==> config.mk <==
export PLATFORM = sky130hd
export DESIGN_NAME = sha2_arb
export DESIGN_NICKNAME = d
export VERILOG_FILES = /design/src/rtl/sha2_arb_pkg.sv /design/src/rtl/sha2_arb_rr_arb_fixed.sv /design/src/rtl/sha2_arb.sv
export SDC_FILE = /design/constraint.sdc
export NUM_CORES = 1
export LEC_CHECK = 0
export BUFFER_PORTS_ARGS = -buffer_cell sky130_fd_sc_hd__clkbuf_2
export CAP_MARGIN = 0
export CORE_AREA = 3 3 319 321
export CTS_BUF_LIST = sky130_fd_sc_hd__clkbuf_16
export CTS_CLUSTER_DIAMETER = 40
export DETAILED_ROUTE_END_ITERATION = 8
export DIE_AREA = 0 0 322 324
export HOLD_SLACK_MARGIN = 0.15
export PLACE_DENSITY_LB_ADDON = 0.1
export SYNTH_ARGS = -nofsm -noshare
export SYNTH_HDL_FRONTEND = slang
export SYNTH_SLANG_ARGS = --single-unit
==> constraint.sdc <==
create_clock -name clk_i -period 2.45 [get_ports clk_i]
set_input_delay 0.245 -clock clk_i [delete_from_list [all_inputs] [get_ports clk_i]]
set_output_delay 0.245 -clock clk_i [all_outputs]
set_load 0.05 [all_outputs]
==> src/rtl/sha2_arb_pkg.sv <==
// Shared types and constants for the sha2 engine arbiter.
// Optional wipe feature is enabled with the SHA2_ARB_WIPE_EN macro.
package sha2_arb_pkg;

  localparam int unsigned DataW   = 36;
  localparam int unsigned DigestW = 256;
  localparam int unsigned LfsrW   = 32;

  localparam logic [LfsrW-1:0] LfsrSeed = 32'hACE1_2468;
  localparam logic [LfsrW-1:0] LfsrTaps = 32'h8020_0003;

  typedef enum logic [2:0] {
    StIdle   = 3'd0,
    StStart  = 3'd1,
    StStream = 3'd2,
    StWait   = 3'd3,
    StDone   = 3'd4,
    StAbort  = 3'd5,
    StWipe   = 3'd6
  } state_e;

  // One step of the right-shifting Galois LFSR; a nonzero state never reaches zero.
  function automatic logic [LfsrW-1:0] lfsr_step(input logic [LfsrW-1:0] v);
    return (v >> 1) ^ (v[0] ? LfsrTaps : {LfsrW{1'b0}});
  endfunction

endpackage

==> src/rtl/sha2_arb_rr_arb_fixed.sv <==
// Combinational round-robin picker: first set request after ptr, wrapping.
module rr_arb_fixed #(
  parameter int unsigned NumReq = 2,
  parameter int unsigned PtrW   = (NumReq > 1) ? $clog2(NumReq) : 1
) (
  input  logic [NumReq-1:0] req,
  input  logic [PtrW-1:0]   ptr,
  output logic [NumReq-1:0] gnt,
  output logic [PtrW-1:0]   idx,
  output logic              valid
);

  logic [PtrW-1:0] cand;

  // Cyclic search starting one past the last winner.
  always_comb begin
    gnt   = '0;
    idx   = '0;
    valid = 1'b0;
    cand  = '0;
    for (int unsigned i = 1; i <= NumReq; i++) begin
      cand = PtrW'((32'(ptr) + i) % NumReq);
      if (!valid && req[cand]) begin
        valid     = 1'b1;
        idx       = cand;
        gnt[cand] = 1'b1;
      end
    end
  end

endmodule

==> src/rtl/sha2_arb.sv <==
// Round-robin sharing of one sha2 engine among NumReq message producers.
// Define SHA2_ARB_WIPE_EN to add a post-message wipe cycle with LFSR data.
module sha2_arb
  import sha2_arb_pkg::*;
#(
  parameter int unsigned NumReq  = 2,
  parameter int unsigned MsgLenW = 64
) (
  input  logic                      clk_i,
  input  logic                      rst_ni,
  input  logic [NumReq-1:0]         req_i,
  input  logic [NumReq*MsgLenW-1:0] req_len_i,
  input  logic [NumReq-1:0]         req_process_i,
  input  logic [NumReq-1:0]         req_valid_i,
  input  logic [NumReq*DataW-1:0]   req_data_i,
  output logic [NumReq-1:0]         req_ready_o,
  output logic [NumReq-1:0]         gnt_o,
  output logic [NumReq-1:0]         done_o,
  output logic [DigestW-1:0]        digest_o,
  output logic                      sha_en_o,
  output logic                      hash_start_o,
  output logic                      hash_process_o,
  output logic [MsgLenW-1:0]        message_length_o,
  output logic                      fifo_rvalid_o,
  output logic [DataW-1:0]          fifo_rdata_o,
  input  logic                      fifo_rready_i,
  input  logic                      hash_done_i,
  input  logic [DigestW-1:0]        digest_i
`ifdef SHA2_ARB_WIPE_EN
  ,
  output logic                      wipe_secret_o,
  output logic [LfsrW-1:0]          wipe_v_o
`endif
);

  localparam int unsigned PtrW = (NumReq > 1) ? $clog2(NumReq) : 1;

`ifdef SHA2_ARB_WIPE_EN
  localparam state_e StPost = StWipe;
`else
  localparam state_e StPost = StIdle;
`endif

  state_e state_q, state_d;

  logic [NumReq-1:0]  gnt_q, gnt_d, done_q, done_d, arb_gnt;
  logic [PtrW-1:0]    ptr_q, ptr_d, idx_q, idx_d, arb_idx;
  logic [MsgLenW-1:0] len_q, len_d;
  logic [DigestW-1:0] digest_q, digest_d;
  logic               sha_en_q, sha_en_d, start_q, start_d;
  logic               arb_valid, own_req, own_process, mux_on;

  rr_arb_fixed #(.NumReq(NumReq), .PtrW(PtrW)) u_rr_arb (
    .req   (req_i),
    .ptr   (ptr_q),
    .gnt   (arb_gnt),
    .idx   (arb_idx),
    .valid (arb_valid)
  );

  assign own_req     = req_i[idx_q];
  assign own_process = req_process_i[idx_q];
  assign mux_on      = (state_q == StStream) || (state_q == StWait);

  // State register.
  always_ff @(posedge clk_i or negedge rst_ni) begin
    if (!rst_ni) state_q <= StIdle;
    else         state_q <= state_d;
  end

  // Next state; a dropped request wins over process/done in the same cycle.
  always_comb begin
    state_d = state_q;
    unique case (state_q)
      StIdle:   if (arb_valid) state_d = StStart;
      StStart:  state_d = own_req ? StStream : StAbort;
      StStream: begin
        if (!own_req)         state_d = StAbort;
        else if (own_process) state_d = StWait;
      end
      StWait: begin
        if (!own_req)         state_d = StAbort;
        else if (hash_done_i) state_d = StDone;
      end
      StDone:   state_d = StPost;
      StAbort:  state_d = StPost;
      StWipe:   state_d = StIdle;
      default:  state_d = StIdle;
    endcase
  end

  // Output decode: next values for registered outputs plus the combinational word mux.
  always_comb begin
    gnt_d          = gnt_q;
    idx_d          = idx_q;
    ptr_d          = ptr_q;
    len_d          = len_q;
    digest_d       = digest_q;
    done_d         = '0;
    fifo_rvalid_o  = 1'b0;
    fifo_rdata_o   = '0;
    req_ready_o    = '0;
    hash_process_o = 1'b0;

    if ((state_q == StIdle) && (state_d == StStart)) begin
      gnt_d = arb_gnt;
      idx_d = arb_idx;
      ptr_d = arb_idx;
      for (int unsigned k = 0; k < NumReq; k++) begin
        if (arb_idx == PtrW'(k)) len_d = req_len_i[k*MsgLenW +: MsgLenW];
      end
    end
    if ((state_d == StIdle) || (state_d == StWipe)) gnt_d = '0;

    if ((state_q == StWait) && (state_d == StDone)) begin
      done_d   = gnt_q;
      digest_d = digest_i;
    end

    sha_en_d = (state_d == StStart) || (state_d == StStream) ||
               (state_d == StWait)  || (state_d == StDone);
    start_d  = (state_d == StStart);

    if (mux_on) begin
      fifo_rvalid_o = req_valid_i[idx_q];
      req_ready_o[idx_q] = fifo_rready_i;
      for (int unsigned k = 0; k < NumReq; k++) begin
        if (idx_q == PtrW'(k)) fifo_rdata_o = req_data_i[k*DataW +: DataW];
      end
    end
    hash_process_o = (state_q == StStream) && own_req && own_process;
  end

  // Output and bookkeeping registers; pointer resets so requester 0 goes first.
  always_ff @(posedge clk_i or negedge rst_ni) begin
    if (!rst_ni) begin
      gnt_q    <= '0;
      idx_q    <= '0;
      ptr_q    <= PtrW'(NumReq - 1);
      len_q    <= '0;
      digest_q <= '0;
      done_q   <= '0;
      sha_en_q <= 1'b0;
      start_q  <= 1'b0;
    end else begin
      gnt_q    <= gnt_d;
      idx_q    <= idx_d;
      ptr_q    <= ptr_d;
      len_q    <= len_d;
      digest_q <= digest_d;
      done_q   <= done_d;
      sha_en_q <= sha_en_d;
      start_q  <= start_d;
    end
  end

  assign gnt_o            = gnt_q;
  assign done_o           = done_q;
  assign digest_o         = digest_q;
  assign sha_en_o         = sha_en_q;
  assign hash_start_o     = start_q;
  assign message_length_o = len_q;

`ifdef SHA2_ARB_WIPE_EN
  logic [LfsrW-1:0] lfsr_q, wipe_v_q;
  logic             wipe_q;

  // Free-running LFSR sampled into the wipe value on entry to Wipe.
  always_ff @(posedge clk_i or negedge rst_ni) begin
    if (!rst_ni) begin
      lfsr_q   <= LfsrSeed;
      wipe_q   <= 1'b0;
      wipe_v_q <= '0;
    end else begin
      lfsr_q   <= lfsr_step(lfsr_q);
      wipe_q   <= (state_d == StWipe);
      wipe_v_q <= (state_d == StWipe) ? lfsr_q : '0;
    end
  end

  assign wipe_secret_o = wipe_q;
  assign wipe_v_o      = wipe_v_q;
`endif

endmodule

==> run_results.csv <==
group,metric,value,unit
global_route,grt_max_degree,66,
yosys,synth_top_family_by_area,"multiplexers",
global_route,grt_pass1_wl,86500,µm
drt,wirelength,60000,µm
timing,relSlewSlack,0.484,
yosys,synth.area.mux_share,0.346,
yosys,synth_top_area_cell,"dfrtp_1",
floorplan,die_w,322,µm
drt,first_pass_iters,4,
floorplan,initial_utilization,0.137,
timing,tns,0,ns
worst_setup_path,start_kind,"register",
yosys,synth.most_common_cell,"dfrtp_1",
floorplan,rows,116,
yosys,synth_enable_flop_cells,0,
worst_setup_path,crit_path_end_kind,"output pin",
drt,ant_nets,0,
yosys,synth_top_area_share,0.605,
global_route,grt_remaining_overflow,0,
clock_network,cts_tree,"built",
pwr,power.total,38.2,mW
yosys,ys_top_cells_by_count,"dfrtp_1 (330), mux2_1 (200), mux2_2 (184)",
worst_setup_path,max_stage_delay,0.49,ns
yosys,async_flop_share,1.00,
worst_setup_path,r2r_setup_slack,0.36,ns
flow_run,cap_violations,0,
timing,maxSlewViolCount,0,
yosys,yosys_warnings,0,
yosys,ys_seq_elements,331,
yosys,synth_nets,1339,
drt,drtIter0Drc,248,
clock_network,cts_buffer_depth,3,
worst_setup_path,cp_cell_sequence,"nand2b_1 -> buf_6 -> nor2_1 -> clkbuf_2",
min_path,hold_class,"primary input to register",
clock_network,ctsHtreeMaxLevel,3,
yosys,ys_types,29,
layout,drive_above_1_share,0.533,
timing,setup_viol,0,
timing,final_hold_viol_count,0,
drt,viasPerCell,3.49,
floorplan,die_height,324,µm
timing,fmax,427,MHz
floorplan,ioPinCount,832,
drt,wl_per_cell,17.0,µm
layout,nFillCells,10500,
pwr,leakage,13.0,nW
worst_setup_path,crit_start,"state_q[2]$_DFF_PN0_",
pwr,vdd_drop_max,0.000768,V
worst_setup_path,crit_type,"register to output pin",
yosys,synth_area,13700,µm²
timing,fin_skew,0.0185,ns
placed_design,hpwl,46000,µm
timing,rsz0062_at_grt,"no",
placed_design,gp_congestion,0.731,
worst_setup_path,arrival,2.10,ns
worst_setup_path,cp_max_fo,39,
placed_design,port_buffers,831,
drt,drc,0,
yosys,synthAdderAreaFrac,0,
floorplan,die_area,104000,µm²
worst_setup_path,cp_num_buf_inv,2,
timing,period_needed,2.34,ns
timing,tightest_slew,0.772,ns
yosys,synth_area_per_cell,15.6,µm²
yosys,syn_inst,873,
global_route,grt_pass1_vias,13900,
yosys,synth_xor_area_frac,0,
clock_network,cts_made_buffers,83,
drt,num_vias,12300,
yosys,yosys.area_share.simple,0.0192,
layout,fin_nets,2636,
status,status,"complete, no violations",
global_route,antenna_found_initial,1,
yosys,synth.area.top_cells,"dfrtp_1 (60%), mux2_1 (16%), mux2_2 (15%)",
clock_network,clk_pin_slew_worst_paths,0.04,ns
yosys,synth-main-ff-cell,"dfrtp_1",
clock_network,insertion_delay,0.62,ns
floorplan,core_area,99600,µm²
layout,syn2layout_area_growth,92.7,%
worst_setup_path,path_delay_family,"buffers and inverters",
layout,ff_latch_area,8290,µm²
pwr,power_density,1450,nW/µm²
worst_setup_path,r2r_start,"idx_q$_DFFE_PN0P_",
clock_network,cts-root-buf,"clkbuf_16",
worst_setup_path,required,2.20,ns
min_path,holdCritStartpoint,"req_i[1]",
timing,post-route-period-util,0.956,
worst_setup_path,slowest_stage,"dfrtp_2",
global_route,track_usage,0.111,
timing,whs,0.250,ns
yosys,ys_seq_area_frac,0.607,
yosys,synth-compound-area-share,0.00577,
layout,multi_input_area,5090,µm²
clock_network,cts_sinks,331,
## state kept, by name, indices dropped and copies added (netlist names)
register,count
digest_o,256
done_o,2
gnt_o,2
hash_start_o,1
sha_en_o,1
state_q,3
message_length_o,64
idx_q,1
ptr_q,1
## where the power goes
part	total (mW)	internal (mW)	switching [mW]
clock network	10.5	7.06	3.45
registers	9.38	8.06	1.33
logic	18.4	4.93	13.4
total	38.2	20.0	18.2
## path summary, 6_finish.rpt
check	endpoint	cells past startpoint
worst min-delay path	state_q[2]$_DFF_PN0_	5
max in group asynchronous	digest_o[250]$_DFFE_PN0N_	4
worst max register to register	state_q[0]$_DFF_PN0_	5
min in group asynchronous	digest_o[252]$_DFFE_PN0N_	3
worst max-delay path	fifo_rdata_o[7]	4
worst min register to register	digest_o[187]$_DFFE_PN0N_	1
## repair_timing
action | in CTS | in global routing
gates resized for setup | 10 | 2
buffers inserted | 0 | 3
pin swaps | 0 | 1
hold endpoints to repair | 657 | 0
endpoints found under the setup margin | 40 | 5
hold buffers | 390 | 0
## logic make-up (layout without fill, tap and decap cells)
| family | count (synthesis) | count (layout) |
|---|---|---|
| AO/OA/AOI/OAI | 12 | 12 |
| buffers and inverters | 53 | 1415 |
| flip-flops | 331 | 331 |
| multiplexers | 423 | 423 |
| other | 0 | 3 |
| AND/OR/NAND/NOR | 54 | 54 |
## worst reg2reg max path, delay by kind of cell, from the launching register on
kind,cells,cell delay (ns)
flip-flops,1,0.39
multiplexers,1,0.34
buffers and inverters,2,0.84
AO/OA/AOI/OAI,2,0.40
## layout by cell type (no fill, tap or decap), types with 2 or more instances in the layout
master         instances
dfrtp_1              328
inv_1                 15
a21oi_1                4
inv_16                 2
clkinv_2              20
nor2_2                 2
mux2i_1               38
clkbuf_2             826
mux2_2               184
inv_6                  3
dlygate4sd3_1        390
nor2_1                39
bufinv_16              9
mux2_1               200
o21ai_0                2
buf_4                 29
clkbuf_16             83
dfrtp_2                2
o21a_1                 2
buf_12                15
clkinvlp_4             3
diode_2                3
and2_1                 2
clkinv_1              13
## final cells by class
type	instances	share of cell area
Sequential cell	331	0.315
Antenna cell	3	0.000285
Clock inverter	67	0.0232
Timing Repair Buffer	1265	0.327
Tap cell	1298	0.0617
Multi-Input combinational cell	489	0.194
Clock buffer	83	0.0789
## metrics by stage
step,instance area (µm²),setup WS (ns),instances,utilization
after floorplan,13700,0.128,873,-
after global placement,19600,0.363,2990,0.197
after detailed placement,19600,0.356,2990,0.197
after CTS,26300,0.0192,3530,0.264
after global routing,26300,0.00355,3533,0.264
final,26300,0.108,3536,0.264
## per-layer routing
layer	track usage	wire length (µm)
met1	0.114	21500
met5	0	13
met3	0.0387	4690
met2	0.200	31300
met4	0.0549	2590
No activity file was read; power rests on OpenSTA's default activity.
